File: config.mk
export PLATFORM = sky130hd
export DESIGN_NAME = arbiter_ctrl
export DESIGN_NICKNAME = d
export VERILOG_FILES = /design/src/rtl/arbiter_ctrl.sv
export SDC_FILE = /design/constraint.sdc
export NUM_CORES = 1
export LEC_CHECK = 0
export BUFFER_PORTS_ARGS = -buffer_cell sky130_fd_sc_hd__buf_2
export CAP_MARGIN = 20
export CELL_PAD_IN_SITES_DETAIL_PLACEMENT = 0
export CELL_PAD_IN_SITES_GLOBAL_PLACEMENT = 1
export CORE_AREA = 5 5 67 54
export DETAILED_ROUTE_END_ITERATION = 8
export DIE_AREA = 0 0 72 59
export HOLD_SLACK_MARGIN = 0.05
export PLACE_DENSITY = 0.78
export SYNTH_ARGS = -nofsm -noshare
export SYNTH_HDL_FRONTEND = slang
export SYNTH_SLANG_ARGS = --single-unit
export TNS_END_PERCENT = 30
File: constraint.sdc
create_clock -name clk -period 2.2 [get_ports clk]
set_input_delay 0.33 -clock clk [delete_from_list [all_inputs] [get_ports clk]]
set_output_delay 0.33 -clock clk [all_outputs]
set_load 0.02 [all_outputs]
File: src/rtl/arbiter_ctrl.sv
// Single-resource arbiter for 8 requesters with a per-owner hold limit (MAX_HOLD).
// Define ARBITER_ROUND_ROBIN_EN for rotating priority; the default is fixed priority with req[0] highest.
module arbiter_ctrl #(
    parameter int unsigned MAX_HOLD = 16
) (
    input  logic       clk,
    input  logic       rst,
    input  logic [7:0] req,
    input  logic       done,
    output logic [7:0] gnt,
    output logic [2:0] code,
    output logic       valid,
    output logic       timeout
);

    typedef enum logic {
        IDLE,
        BUSY
    } state_t;

    localparam logic [7:0] HOLD_MAX = 8'(MAX_HOLD);

    state_t     state_q, state_d;
    logic [7:0] gnt_q, gnt_d;
    logic [2:0] code_q, code_d;
    logic       valid_q, valid_d;
    logic       timeout_q, timeout_d;
    logic [7:0] cnt_q, cnt_d;

    logic [2:0] base;
    logic [2:0] idx;
    logic [2:0] sel;
    logic       hold_full;
    logic       release_c;

`ifdef ARBITER_ROUND_ROBIN_EN
    logic [2:0] ptr_q, ptr_d;
    assign base = ptr_q + 3'd1;
`else
    assign base = '0;
`endif

    // Scan from the lowest-priority slot up so the highest-priority hit is written last.
    always_comb begin
        sel = '0;
        idx = '0;
        for (int unsigned i = 0; i < 8; i++) begin
            idx = base + 3'(7 - i);
            if (req[idx]) begin
                sel = idx;
            end
        end
    end

    assign hold_full = (cnt_q == HOLD_MAX);
    assign release_c = done | ~req[code_q] | hold_full;

    always_comb begin
        state_d   = state_q;
        gnt_d     = gnt_q;
        code_d    = code_q;
        valid_d   = valid_q;
        timeout_d = 1'b0;
        cnt_d     = cnt_q;
`ifdef ARBITER_ROUND_ROBIN_EN
        ptr_d     = ptr_q;
`endif
        case (state_q)
            IDLE: begin
                gnt_d   = '0;
                valid_d = 1'b0;
                cnt_d   = '0;
                if (|req) begin
                    state_d = BUSY;
                    gnt_d   = 8'b1 << sel;
                    code_d  = sel;
                    valid_d = 1'b1;
                    cnt_d   = 8'd1;
`ifdef ARBITER_ROUND_ROBIN_EN
                    ptr_d   = sel;
`endif
                end
            end
            BUSY: begin
                if (release_c) begin
                    state_d   = IDLE;
                    gnt_d     = '0;
                    valid_d   = 1'b0;
                    cnt_d     = '0;
                    timeout_d = hold_full & ~done & req[code_q];
                end else begin
                    cnt_d = cnt_q + 8'd1;
                end
            end
            default: begin
                state_d = IDLE;
                gnt_d   = '0;
                valid_d = 1'b0;
                cnt_d   = '0;
            end
        endcase
    end

    always_ff @(posedge clk or posedge rst) begin
        if (rst) begin
            state_q   <= IDLE;
            gnt_q     <= '0;
            code_q    <= '0;
            valid_q   <= 1'b0;
            timeout_q <= 1'b0;
            cnt_q     <= '0;
`ifdef ARBITER_ROUND_ROBIN_EN
            ptr_q     <= 3'd7;
`endif
        end else begin
            state_q   <= state_d;
            gnt_q     <= gnt_d;
            code_q    <= code_d;
            valid_q   <= valid_d;
            timeout_q <= timeout_d;
            cnt_q     <= cnt_d;
`ifdef ARBITER_ROUND_ROBIN_EN
            ptr_q     <= ptr_d;
`endif
        end
    end

    assign gnt     = gnt_q;
    assign code    = code_q;
    assign valid   = valid_q;
    assign timeout = timeout_q;

endmodule

==> impl_summary.md <==
Clocking
The number of buffers added by the clock tree synthesis step is 3. In this run the number of H-tree levels came out at 1. The number of buffers inserted to repair setup after CTS is 0. After clock tree synthesis, the clock-pin slew on the worst setup and hold paths is approximately 0.080 ns. The clock latency of the later-clocked register in the worst-skew pair is between 0.2 and 0.3 ns. The quantity of hold-fixing buffers added after cts is 0. The root cell of the clock tree is sky130_fd_sc_hd__clkbuf_8. The maximum clock insertion buffer count is 2.

For this design, the sink count on the clock tree is 22. The post-cts repair resize count is 0. The clock tree from TritonCTS is yes.

Floorplanning
The die covers 4250 um^2. The y dimension of the die is approximately 60 um. The area of the core is about 2900 um^2. The number of standard-cell rows in the floorplan is 17.

The I/O pin count is 24. The floorplan step set the die width to 72 um. The initial cell density of the core is between 30 and 40%.

Setup path
The delay of the slowest cell on the worst path is between 0.5 and 0.6 ns. Among cell families on the critical path, the largest total delay comes from multiplexers. The type of element launching the critical path is a flip-flop.

The sort of element at the end of the critical path is a flip-flop. STA puts the critical path data arrival time at ~1.9 ns. The signal on the critical path passes through mux4_2 -> a2bb2oi_1 -> and3_1 -> a22o_1. Of all nets on the critical path, the largest fanout is 8. Counting cells, the worst reg-to-reg path comes to 4. At the worst endpoint, the required time is 2.35 ns. By startpoint and endpoint, the worst setup path is classified as flip-flop to flip-flop. The highest-delay cell along the critical path is sky130_fd_sc_hd__mux4_2. The total buffers and inverters traversed by the critical path is 0. The critical path runs through a total of 4 cells.

Synthesis
The fraction of post-synthesis cell area in the top cell type by area is 49.5%. In this run, synthesis produced a sequential element count of 22. When the netlist entered floorplanning its net count stood at about 120. After synthesis the cells add up to 1110 um^2. Of the synthesized area, sequential elements account for about 50%.

The average footprint of a synthesized cell is ~10 um^2. The count of cell types in the netlist is 33. The Yosys step of the flow raised 0 warnings.

The cell taking the most area after synthesis is sky130_fd_sc_hd__dfrtp_1. By area the synthesized netlist is led by sky130_fd_sc_hd__dfrtp_1 (49%), sky130_fd_sc_hd__nor2_1 (4.4%), sky130_fd_sc_hd__inv_1 (3.4%), sky130_fd_sc_hd__nand2_1 (3.4%), sky130_fd_sc_hd__xor2_1 (3.1%). The instance count of the mapped netlist is 110.

STA
Setup repair after global routing left no endpoint under its margin. For the finished layout, the period the worst path requires is approximately 1.8 ns. The number of hold violations in the final report is 0. The timing-limited maximum frequency is about 570 MHz. The number of setup violations in the final report is 0. The max-slew violation count was 0. For the pin with the worst max-slew slack, the measured transition is 0.827 ns. The worst slew margin relative to its limit is about 45%.

Of the available clock period, the critical path in the final layout requires roughly four fifths. Across the routed clock network, the largest skew measured is 0.00393 ns. The worst path setup slack after routing is between 0.4 and 0.5 ns. After routing, the total negative slack on setup checks comes to 0 ns.

Power and ir drop
Of the total power, combinational logic draws around a third. The internal portion of the total power is ~900 uW. Sequential cells burn 40.6% of the power. In this run switching power makes up between 30% and 40% of total power. The maximum ir drop on the vdd rail is between 0.5 and 0.6 mV. The power density normalized to cell area is ~1100 nW/um^2. The switching power total is about 510 uW. Summed over all cells, the static leakage comes to between 0.0006 and 0.0007 uW.

Per report_power, the clock group accounts for a little over a quarter of the total.

Flow run
The tool flagged a number of max-cap violations equal to 0.

Global route
The pin count of the biggest net entering global routing is 23. The global-route usage over all layers is about an eighth. The number of antenna violations at the first check in global routing was 0. The first global-routing pass estimated ~4000 um of wire.

The total congestion overflow is 0. The number of global-route vias before repair is 889.

Place
The placement-stage cell area is roughly 1300 um^2. The final weighted congestion in routability-driven placement is roughly 0.85. After legalization and detailed placement, the total HPWL measured between 1500 and 2000 um.

Input and output buffers added on the ports amount to 23. The worst slack at placement is between 0.4 and 0.5 ns.

Detailed routing
The per-cell routed wire length is 13.9 um. The final layout contains routed wiring with a total length of roughly 2400 um. The DRC marker count from the first detailed-route iteration is 67. The detailed-route via count is between 800 and 900.

The post-detailed-route count of antenna-violating nets is 0. After detailed routing, the number of remaining DRC violations is 0. The number of search-and-repair iterations in the first detailed-routing pass is 4. Using the TritonRoute via totals, the vias-per-cell ratio works out to around 5.1.

Layout
The final antenna diode count is 0. With fillers left out, the area of the finished cells amounts to roughly 1300 um^2. At the end of the flow, the number of nets in the layout was 150. The area growth from synthesis to layout is 20.2%. Of the cells placed in the final design, the portion with a size suffix greater than 1 is between 20% and 30%.

Min path
The class of the tightest hold or removal check is input pin to async pin.

Run status
The flow ran to the end, and the final reports show no timing, DRC or antenna violations.
final cells by class:
class,instances,area (um^2)
Clock inverter,1,30.0
Clock buffer,3,41.3
Timing Repair Buffer,24,123
Tap cell,38,47.5
Inverter,10,37.5
Sequential cell,22,551
Multi-Input combinational cell,76,508
Fill cell,290,1510
Yosys cell counts:
cell type                   instances
sky130_fd_sc_hd__a21oi_1            1
sky130_fd_sc_hd__a221oi_1           1
sky130_fd_sc_hd__a22o_1             2
sky130_fd_sc_hd__a22oi_1            1
sky130_fd_sc_hd__a2bb2oi_1          2
sky130_fd_sc_hd__a31o_2             1
sky130_fd_sc_hd__a32o_1             2
sky130_fd_sc_hd__and2_1             2
sky130_fd_sc_hd__and3_1             3
sky130_fd_sc_hd__buf_2              1
sky130_fd_sc_hd__buf_6              1
sky130_fd_sc_hd__dfrtp_1           22
sky130_fd_sc_hd__ha_1               2
sky130_fd_sc_hd__inv_1             10
sky130_fd_sc_hd__mux2_2             2
sky130_fd_sc_hd__mux2i_1            2
sky130_fd_sc_hd__mux4_2             1
sky130_fd_sc_hd__nand2_1           10
sky130_fd_sc_hd__nand2b_1           2
sky130_fd_sc_hd__nand3_1            3
sky130_fd_sc_hd__nand4_1            2
sky130_fd_sc_hd__nor2_1            13
sky130_fd_sc_hd__nor2b_1            1
sky130_fd_sc_hd__nor3_1             4
sky130_fd_sc_hd__nor4_1             1
sky130_fd_sc_hd__nor4bb_1           1
sky130_fd_sc_hd__o21ai_0            4
sky130_fd_sc_hd__o22a_1             1
sky130_fd_sc_hd__o2bb2ai_1          3
sky130_fd_sc_hd__o311ai_0           2
sky130_fd_sc_hd__o31ai_1            1
sky130_fd_sc_hd__xnor2_1            2
sky130_fd_sc_hd__xor2_1             4
metal layers:
| layer | vias up | track usage (%) | share of wire [%] | routed length (um) |
|---|---|---|---|---|
| li1 | 441 | - | - | - |
| met1 | 433 | 15.3 | 48 | 1160 |
| met2 | 17 | 20.4 | 47 | 1140 |
| met3 | 4 | 3.90 | 4.0 | 96 |
| met4 | 0 | 2.95 | 1.0 | 25 |
| met5 | - | 0 | 0 | 0 |
registers in the layout, indices dropped and copies added (netlist names):
signal	cells
cnt_q	8
gnt	8
code	3
state_q	1
timeout	1
valid	1
through the flow:
stage               utilization [%]  total power, uW  hold WS [ns]  instances
floorplan                         -              927         0.319        110
global placement               44.4             1050         0.475        170
detailed placement             44.4             1060         0.473        170
CTS                            46.9             1440         0.269        174
global route                   46.9             1520         0.310        174
finish                         46.9             1430         0.220        174
power groups by stage:
stage / Combinational [uW] / Sequential, uW / Clock [uW]
6_report: 472 / 579 / 374
5_1_grt: 523 / 593 / 403
4_1_cts: 481 / 579 / 382
3_5_place_dp: 476 / 587 / 0
3_3_place_gp: 474 / 580 / 0
2_1_floorplan: 306 / 621 / 0
logic make-up after synthesis:
group | after synthesis | synth area share, %
multiplexers | 5 | 5.85
adder cells (fa/ha/maj) | 2 | 2.25
flip-flops | 22 | 49.5
AND/OR/NAND/NOR | 42 | 18.0
AO/OA/AOI/OAI | 21 | 14.9
XOR/XNOR | 6 | 4.72
buffers and inverters | 12 | 4.84
worst reg2reg max path, cell delays in order, from the launching register on:
cell                        delay (ns)
sky130_fd_sc_hd__dfrtp_1          0.46
sky130_fd_sc_hd__mux4_2           0.52
sky130_fd_sc_hd__a2bb2oi_1        0.15
sky130_fd_sc_hd__and3_1           0.26
sky130_fd_sc_hd__a22o_1           0.26
path summary, 6_finish.rpt:
path	start	endpoint	slack (ns)
setup / recovery	code[0]	gnt[2]	0.45
min in group clk	req[2]	gnt[2]	0.35
hold / removal	rst	cnt_q[2]	0.22
hold reg to reg	gnt[4]	gnt[4]	0.49
max in group asynchronous	rst	cnt_q[3]	1.47
setup reg to reg	code[0]	gnt[2]	0.45
placed cells by master (no fill, tap or decap):
cell and instances:
sky130_fd_sc_hd__a21oi_1 1, sky130_fd_sc_hd__a221oi_1 1, sky130_fd_sc_hd__a22o_1 2, sky130_fd_sc_hd__a22oi_1 1, sky130_fd_sc_hd__a2bb2oi_1 2, sky130_fd_sc_hd__a31o_2 1
sky130_fd_sc_hd__a32o_1 2, sky130_fd_sc_hd__and2_1 2, sky130_fd_sc_hd__and3_1 3, sky130_fd_sc_hd__buf_2 23, sky130_fd_sc_hd__buf_4 1, sky130_fd_sc_hd__bufinv_16 1
sky130_fd_sc_hd__clkbuf_8 3, sky130_fd_sc_hd__dfrtp_1 22, sky130_fd_sc_hd__ha_1 2, sky130_fd_sc_hd__inv_1 10, sky130_fd_sc_hd__mux2_2 2, sky130_fd_sc_hd__mux2i_1 2
sky130_fd_sc_hd__mux4_2 1, sky130_fd_sc_hd__nand2_1 10, sky130_fd_sc_hd__nand2b_1 2, sky130_fd_sc_hd__nand3_1 3, sky130_fd_sc_hd__nand4_1 2, sky130_fd_sc_hd__nor2_1 13
sky130_fd_sc_hd__nor2b_1 1, sky130_fd_sc_hd__nor3_1 4, sky130_fd_sc_hd__nor4_1 1, sky130_fd_sc_hd__nor4bb_1 1, sky130_fd_sc_hd__o21ai_0 4, sky130_fd_sc_hd__o22a_1 1
sky130_fd_sc_hd__o2bb2ai_1 3, sky130_fd_sc_hd__o311ai_0 2, sky130_fd_sc_hd__o31ai_1 1, sky130_fd_sc_hd__xnor2_1 2, sky130_fd_sc_hd__xor2_1 4
Power figures use the tool's default switching activity.
